==> src/rtl/izh_pkg.sv <==
// ---------------------------------------------------------------------------
// izh_pkg
// Shared definitions for the Izhikevich spike monitor:
//   - V_W          : membrane-voltage sample width (2.6 signed fixed point)
//   - TH_HI_DEF    : default spike threshold (30 mV in 2.6 format)
//   - TH_LO_DEF    : default re-arm threshold
//   - ISI_W_DEF    : default ISI field width
//   - izh_state_t  : hysteresis detector state
//   - izh_event_t  : event record layout at the default ISI width
// ---------------------------------------------------------------------------
package izh_pkg;

   localparam int V_W       = 8;
   localparam int ISI_W_DEF = 12;

   localparam logic signed [V_W-1:0] TH_HI_DEF = 8'sd19;
   localparam logic signed [V_W-1:0] TH_LO_DEF = 8'sd0;

   typedef enum logic {
      BELOW = 1'b0,
      ABOVE = 1'b1
   } izh_state_t;

   // Field order matches the ev_data bus: {first, sat, isi}.
   typedef struct packed {
      logic                 first;
      logic                 sat;
      logic [ISI_W_DEF-1:0] isi;
   } izh_event_t;

endpackage

==> src/rtl/izh_event_fifo.sv <==
// ---------------------------------------------------------------------------
// izh_event_fifo
// Synchronous first-word-fall-through FIFO for spike events.
//   clk, rst : clock and synchronous active-high reset (pointers only)
//   push     : write din (accepted when not full, or when full with a pop)
//   pop      : remove head entry (ignored when empty)
//   din      : entry to write
//   dout     : head entry, forced to zero while empty
//   full     : DEPTH entries held
//   empty    : no entries held
// ---------------------------------------------------------------------------
module izh_event_fifo #(
   parameter int WIDTH = 14,
   parameter int DEPTH = 4
) (
   input  logic             clk,
   input  logic             rst,
   input  logic             push,
   input  logic             pop,
   input  logic [WIDTH-1:0] din,
   output logic [WIDTH-1:0] dout,
   output logic             full,
   output logic             empty
);

   localparam int AW = $clog2(DEPTH);

   // One extra pointer bit separates full from empty when the indices match.
   logic [AW:0]      wr_ptr;
   logic [AW:0]      rd_ptr;
   logic [WIDTH-1:0] mem [DEPTH];
   logic             do_push;
   logic             do_pop;

   assign empty   = (wr_ptr == rd_ptr);
   assign full    = (wr_ptr[AW] != rd_ptr[AW]) && (wr_ptr[AW-1:0] == rd_ptr[AW-1:0]);
   assign do_pop  = pop && !empty;
   // When full, a same-cycle pop frees the slot being overwritten.
   assign do_push = push && (!full || do_pop);
   assign dout    = empty ? '0 : mem[rd_ptr[AW-1:0]];

   always_ff @(posedge clk) begin
      if (rst) begin
         wr_ptr <= '0;
         rd_ptr <= '0;
      end else begin
         if (do_push) wr_ptr <= wr_ptr + 1'b1;
         if (do_pop)  rd_ptr <= rd_ptr + 1'b1;
      end
   end

   always_ff @(posedge clk) begin
      if (do_push) mem[wr_ptr[AW-1:0]] <= din;
   end

endmodule

==> src/rtl/izh_spike_monitor.sv <==
// ---------------------------------------------------------------------------
// izh_spike_monitor
// Watches the neuron core's membrane voltage, detects spikes with hysteresis,
// measures the inter-spike interval in enabled samples and queues events.
//   clk, rst    : clock and synchronous active-high reset
//   sample_en   : v_in is valid this cycle
//   v_in        : signed membrane voltage, 2.6 fixed point
//   clr         : clears spike_count and overflow
//   spike_pulse : one-cycle strobe, cycle after the spike sample
//   ev_valid    : event FIFO non-empty
//   ev_ready    : consumer accepts head event
//   ev_data     : head event {first, sat, isi}
//   spike_count : wrapping count of detected spikes
//   overflow    : sticky, an event was dropped on a full FIFO
// ---------------------------------------------------------------------------
module izh_spike_monitor
   import izh_pkg::*;
#(
   parameter int                      ISI_W      = ISI_W_DEF,
   parameter int                      FIFO_DEPTH = 4,
   parameter logic signed [V_W-1:0]   TH_HI      = TH_HI_DEF,
   parameter logic signed [V_W-1:0]   TH_LO      = TH_LO_DEF
) (
   input  logic                  clk,
   input  logic                  rst,
   input  logic                  sample_en,
   input  logic signed [V_W-1:0] v_in,
   input  logic                  clr,
   output logic                  spike_pulse,
   output logic                  ev_valid,
   input  logic                  ev_ready,
   output logic [ISI_W+1:0]      ev_data,
   output logic [15:0]           spike_count,
   output logic                  overflow
);

   localparam logic [ISI_W-1:0] ISI_MAX = '1;

   izh_state_t       state;
   izh_state_t       state_nxt;
   logic [ISI_W-1:0] isi_cnt;
   logic [ISI_W-1:0] isi_cap;
   logic             first_pending;
   logic             spike_p0;
   logic             pop;
   logic             drop;
   logic             fifo_full;
   logic             fifo_empty;
   logic [ISI_W+1:0] ev_din;

   function automatic logic [ISI_W-1:0] sat_inc(input logic [ISI_W-1:0] x);
      return (x == ISI_MAX) ? x : x + 1'b1;
   endfunction

   // Hysteresis detector: only the BELOW->ABOVE crossing is a spike.
   always_comb begin
      state_nxt = state;
      spike_p0  = 1'b0;
      if (sample_en) begin
         case (state)
            BELOW: if (v_in > TH_HI) begin
               state_nxt = ABOVE;
               spike_p0  = 1'b1;
            end
            ABOVE: if (v_in < TH_LO) state_nxt = BELOW;
            default: state_nxt = BELOW;
         endcase
      end
   end

   assign isi_cap  = sat_inc(isi_cnt);
   assign ev_din   = {first_pending, (isi_cap == ISI_MAX), isi_cap};
   assign ev_valid = !fifo_empty;
   assign pop      = ev_valid && ev_ready;
   assign drop     = spike_p0 && fifo_full && !pop;

   // Stage p0 -> registered outputs and counters
   always_ff @(posedge clk) begin
      if (rst) begin
         state         <= BELOW;
         isi_cnt       <= '0;
         first_pending <= 1'b1;
         spike_pulse   <= 1'b0;
         spike_count   <= '0;
         overflow      <= 1'b0;
      end else begin
         state       <= state_nxt;
         spike_pulse <= spike_p0;
         if (sample_en) isi_cnt <= spike_p0 ? '0 : isi_cap;
         if (spike_p0)  first_pending <= 1'b0;
         // A spike coinciding with clr is counted into the fresh count.
         if (clr) begin
            spike_count <= spike_p0 ? 16'd1 : 16'd0;
            overflow    <= drop;
         end else begin
            if (spike_p0) spike_count <= spike_count + 16'd1;
            if (drop)     overflow    <= 1'b1;
         end
      end
   end

   izh_event_fifo #(
      .WIDTH (ISI_W + 2),
      .DEPTH (FIFO_DEPTH)
   ) u_fifo (
      .clk   (clk),
      .rst   (rst),
      .push  (spike_p0),
      .pop   (pop),
      .din   (ev_din),
      .dout  (ev_data),
      .full  (fifo_full),
      .empty (fifo_empty)
   );

endmodule

==> config.mk <==
export PLATFORM = sky130hd
export DESIGN_NAME = izh_spike_monitor
export DESIGN_NICKNAME = d
export VERILOG_FILES = /design/src/rtl/izh_pkg.sv /design/src/rtl/izh_event_fifo.sv /design/src/rtl/izh_spike_monitor.sv
export SDC_FILE = /design/constraint.sdc
export NUM_CORES = 1
export LEC_CHECK = 0
export CORE_AREA = 8 8 103 105
export CTS_BUF_LIST = sky130_fd_sc_hd__clkbuf_4 sky130_fd_sc_hd__clkbuf_8 sky130_fd_sc_hd__clkbuf_16
export CTS_CLUSTER_DIAMETER = 40
export DETAILED_ROUTE_END_ITERATION = 8
export DIE_AREA = 0 0 111 113
export GPL_TIMING_DRIVEN = 0
export HOLD_SLACK_MARGIN = 0.06
export PLACE_DENSITY = 0.68
export SLEW_MARGIN = 20
export SYNTH_ARGS = -nofsm -noshare
export SYNTH_HDL_FRONTEND = slang
export SYNTH_SLANG_ARGS = --single-unit
==> constraint.sdc <==
create_clock -name clk -period 5 [get_ports clk]
set_input_delay 0.5 -clock clk [delete_from_list [all_inputs] [get_ports clk]]
set_output_delay 0.5 -clock clk [all_outputs]
set_load 0.05 [all_outputs]
==> impl_summary.log <==
[metrics] result of the run: completed
[metrics] count of instances resized after the clock tree is built: 0
[metrics] largest fanout on the critical path: 10
[metrics] final antenna diode count: 0
[metrics] Vias/cell: 5.65
[metrics] number of global-route vias before repair: 3047
[metrics] total number of placement rows: 35
[metrics] worst voltage drop across the vdd grid: 0.169 mV
[metrics] number of design-rule violations left by the first detailed-router iteration: 119
[metrics] area of the die: 12500 sq um
[metrics] detailed-route wire length per cell: 16.2 um
[metrics] number of H-tree levels: 3
[metrics] relative slew slack: 48.3%
[metrics] width of the die: 111 um
[metrics] final weighted congestion in routability-driven placement: 0.880
[metrics] startpoint-to-endpoint class of the critical path: reg -> out
[metrics] post-synth top area share: 38.7%
[metrics] post-CTS repair timing setup buffer count: 0
[metrics] number of warnings reported in the yosys synthesis log: 0
[metrics] Final Cycle Share: 66.3%
[metrics] fraction of synthesis flops using an asynchronous set or reset pin: 0%
[metrics] area growth from synthesis to layout: 17.3%
[metrics] I/O pins: 46
[metrics] Primary FF master, synth: sky130_fd_sc_hd__edfxtp_1
[metrics] pin count of the biggest net entering global routing: 19
[metrics] layout cell share with drive strength beyond 1: 8.88%
[metrics] initial core utilization: 48.4%
[metrics] Post-DP HPWL: 6.26 mm
[metrics] data required time at the worst endpoint: 4.50 ns
[metrics] number of instances in the placed design: 523
[metrics] total number of vias: 3045
[metrics] global routing usage summed across all routing layers: 14.0%
[metrics] Sink Count: 96
[metrics] hold-fix buffers at CTS: 0
[metrics] sort of element at the end of the critical path: primary output
[metrics] Synth Register Bits: 96
[metrics] number of cells produced by synthesis: 369
[metrics] startpoint type of the worst setup path: flop
[metrics] sum of overflow across all layers after global routing: 0
[metrics] net count after synthesis: 389
[metrics] TritonCTS clock tree: built
[metrics] Final Slew Violations: 0
[metrics] max-cap violation count: 0
[metrics] Max Fclk: 301 MHz
[metrics] setup TNS: 0 ns
[metrics] syn avg cell area: 11.8 sq um
[metrics] number of enable flip-flop cells after synthesis: 56
[metrics] filler instances: 758
[metrics] fin cells: 539
[metrics] root buffer cell: sky130_fd_sc_hd__clkbuf_8
[metrics] largest clock skew in the final design: 0.0103 ns
[metrics] CORE AREA: 8980 sq um
[metrics] leakage power figure: 0.00159 uW
[metrics] number of buffers added on ports: 43
[metrics] Worst-Margin Slew: 0.775 ns
[metrics] class of the worst hold path: reg -> reg
[metrics] worst path arrival time: 2.82 ns
[metrics] global-route wire length before repair: 14.4 mm
[metrics] top cells by area in the synthesized netlist: sky130_fd_sc_hd__edfxtp_1, sky130_fd_sc_hd__dfxtp_1, sky130_fd_sc_hd__mux4_2
[metrics] power density over the cells: 304 nW/um^2
[metrics] die outline height: 113 um
[metrics] maximum buffer depth of the clock tree: 2
[metrics] unrepaired setup endpoints after global routing: false
[metrics] post-synthesis instance area: 4340 sq um
[metrics] setup-violating endpoint count in the final report: 0
[metrics] count of cell types in the netlist: 49
[metrics] final worst path period need: 3.32 ns
[metrics] clock transition time at the flip-flop clock pins of the worst setup and hold paths: 0.10 ns
[metrics] Post-Route WL: 8.73 mm
[metrics] number of antenna violations at the first check in global routing: 0
[metrics] number of search-and-repair iterations in the first detailed-routing pass: 4
[metrics] Skew-Pair Late Insertion Delay: 0.36 ns
[metrics] Antenna Violating Nets Remaining: 0
[metrics] leading area contributor after synthesis: sky130_fd_sc_hd__edfxtp_1
[metrics] hold violation total from the final report: 0
[metrics] post-synthesis sequential area ratio: 57.2%
[metrics] # nets final: 443
[metrics] Post-route DRC: 0
[metrics] number of buffers created by CTS: 9
## placed cells by master, fill, tap and decap left out, types with 4 or more instances in the layout
master / n
sky130_fd_sc_hd__o21ai_0: 15
sky130_fd_sc_hd__edfxtp_1: 56
sky130_fd_sc_hd__dfxtp_1: 40
sky130_fd_sc_hd__mux4_2: 14
sky130_fd_sc_hd__nand2b_1: 5
sky130_fd_sc_hd__clkbuf_8: 9
sky130_fd_sc_hd__or3_1: 8
sky130_fd_sc_hd__ha_1: 7
sky130_fd_sc_hd__nor2_1: 19
sky130_fd_sc_hd__and3_1: 5
sky130_fd_sc_hd__nor2b_1: 18
sky130_fd_sc_hd__xnor2_1: 7
sky130_fd_sc_hd__inv_1: 12
sky130_fd_sc_hd__clkbuf_1: 19
sky130_fd_sc_hd__nand2_1: 19
sky130_fd_sc_hd__clkdlybuf4s50_1: 43
sky130_fd_sc_hd__a211oi_1: 6
sky130_fd_sc_hd__or4_1: 6
sky130_fd_sc_hd__xor2_1: 6
sky130_fd_sc_hd__nand3_1: 14
sky130_fd_sc_hd__a21oi_1: 29
sky130_fd_sc_hd__nor3_1: 6
sky130_fd_sc_hd__o21a_1: 4
sky130_fd_sc_hd__o31ai_1: 5
sky130_fd_sc_hd__nand4_1: 8
## sequential cells by signal (all words and copies together) (netlist names), named ones only
signal	flops
u_fifo.rd_ptr	3
u_fifo.mem	56
overflow	1
isi_cnt	12
first_pending	1
state	1
u_fifo.wr_ptr	3
spike_count	16
spike_pulse	1
## kinds of logic after synthesis
group,Yosys count,share of synthesized area (%)
AOI/OAI and AO/OA,79,11.7
xor gates and xnor gates,13,2.62
adders and majority gates,7,2.02
buffers and inverters,34,3.00
DFF,96,57.2
muxes,17,8.01
and+or+nand+nor,123,15.5
## critical path: stages (launching register included)
cell and delay, ns:
sky130_fd_sc_hd__dfxtp_1 0.37, sky130_fd_sc_hd__xor2_1 0.22, sky130_fd_sc_hd__nor3_1 0.63, sky130_fd_sc_hd__clkbuf_1 0.41, sky130_fd_sc_hd__nor2b_1 0.11, sky130_fd_sc_hd__clkdlybuf4s50_1 0.72
## path summary, 6_finish.rpt
check             slack [ns]              from           endpoint  cells after the start
setup / recovery        1.68  u_fifo.wr_ptr[1]        ev_data[10]                      5
hold / removal          0.50   spike_count[15]    spike_count[15]                      2
setup reg to reg        2.41        isi_cnt[0]  u_fifo.mem[3][12]                      6
hold reg to reg         0.50   spike_count[15]    spike_count[15]                      2
## cells in the mapped netlist (2+ instances only)
| master | count |
|---|---|
| sky130_fd_sc_hd__a211oi_1 | 6 |
| sky130_fd_sc_hd__a31o_2 | 3 |
| sky130_fd_sc_hd__and3_1 | 5 |
| sky130_fd_sc_hd__a31oi_1 | 2 |
| sky130_fd_sc_hd__nand2_1 | 19 |
| sky130_fd_sc_hd__clkbuf_1 | 19 |
| sky130_fd_sc_hd__or4_1 | 6 |
| sky130_fd_sc_hd__dfxtp_1 | 40 |
| sky130_fd_sc_hd__xor2_1 | 6 |
| sky130_fd_sc_hd__inv_1 | 12 |
| sky130_fd_sc_hd__nor4_1 | 3 |
| sky130_fd_sc_hd__nand3_1 | 14 |
| sky130_fd_sc_hd__and4_1 | 3 |
| sky130_fd_sc_hd__buf_2 | 2 |
| sky130_fd_sc_hd__xnor2_1 | 7 |
| sky130_fd_sc_hd__a2111o_1 | 2 |
| sky130_fd_sc_hd__edfxtp_1 | 56 |
| sky130_fd_sc_hd__mux4_2 | 14 |
| sky130_fd_sc_hd__ha_1 | 7 |
| sky130_fd_sc_hd__or2_2 | 2 |
| sky130_fd_sc_hd__o21a_1 | 4 |
| sky130_fd_sc_hd__nand4_1 | 8 |
| sky130_fd_sc_hd__nor2b_1 | 18 |
| sky130_fd_sc_hd__and2_1 | 3 |
| sky130_fd_sc_hd__nand2b_1 | 5 |
| sky130_fd_sc_hd__o2111ai_1 | 3 |
| sky130_fd_sc_hd__a21oi_1 | 29 |
| sky130_fd_sc_hd__o31ai_1 | 5 |
| sky130_fd_sc_hd__mux2_2 | 2 |
| sky130_fd_sc_hd__or3_1 | 8 |
| sky130_fd_sc_hd__nor2_1 | 19 |
| sky130_fd_sc_hd__o21ai_0 | 15 |
| sky130_fd_sc_hd__nor3_1 | 6 |
## per-stage QoR
stage | util, % | hold slack [ns] | total power [uW] | worst slack, ns | instance area (sq um)
3_3_place_gp | 54.7 | 0.466 | 1100 | 1.75 | 4910
4_1_cts | 56.8 | 0.496 | 1560 | 1.59 | 5090
6_report | 56.8 | 0.496 | 1550 | 1.68 | 5090
2_1_floorplan | - | 0.450 | 1030 | 2.63 | 4340
3_5_place_dp | 54.7 | 0.484 | 1100 | 1.69 | 4910
5_1_grt | 56.8 | 0.517 | 1610 | 1.41 | 5090
## metal layers
metal / track usage [%] / share of wire (%)
met5: 0 / 0
met4: 5.95 / 1.4
met2: 24.9 / 50
met3: 3.92 / 5.3
met1: 15.3 / 44
## power breakdown
part | switching, uW | leakage (uW) | total [uW] | internal, uW
combinational | 138 | 0.000686 | 225 | 86.8
sequential | 8.42 | 0.000809 | 853 | 845
clock | 278 | 0.0000942 | 468 | 190
total | 425 | 0.00159 | 1550 | 1120
## layout make-up
| cell class | instances | area, sq um | share of cell area, % |
|---|---|---|---|
| Sequential cell | 96 | 2480 | 48.7 |
| Multi-Input combinational cell | 239 | 1730 | 34.0 |
| Timing Repair Buffer | 43 | 430 | 8.45 |
| Tap cell | 111 | 139 | 2.73 |
| Clock buffer | 9 | 124 | 2.43 |
| Buffer | 22 | 85.1 | 1.67 |
| Clock inverter | 7 | 58.8 | 1.15 |
| Inverter | 12 | 45.0 | 0.884 |
Power figures use the tool's default switching activity.
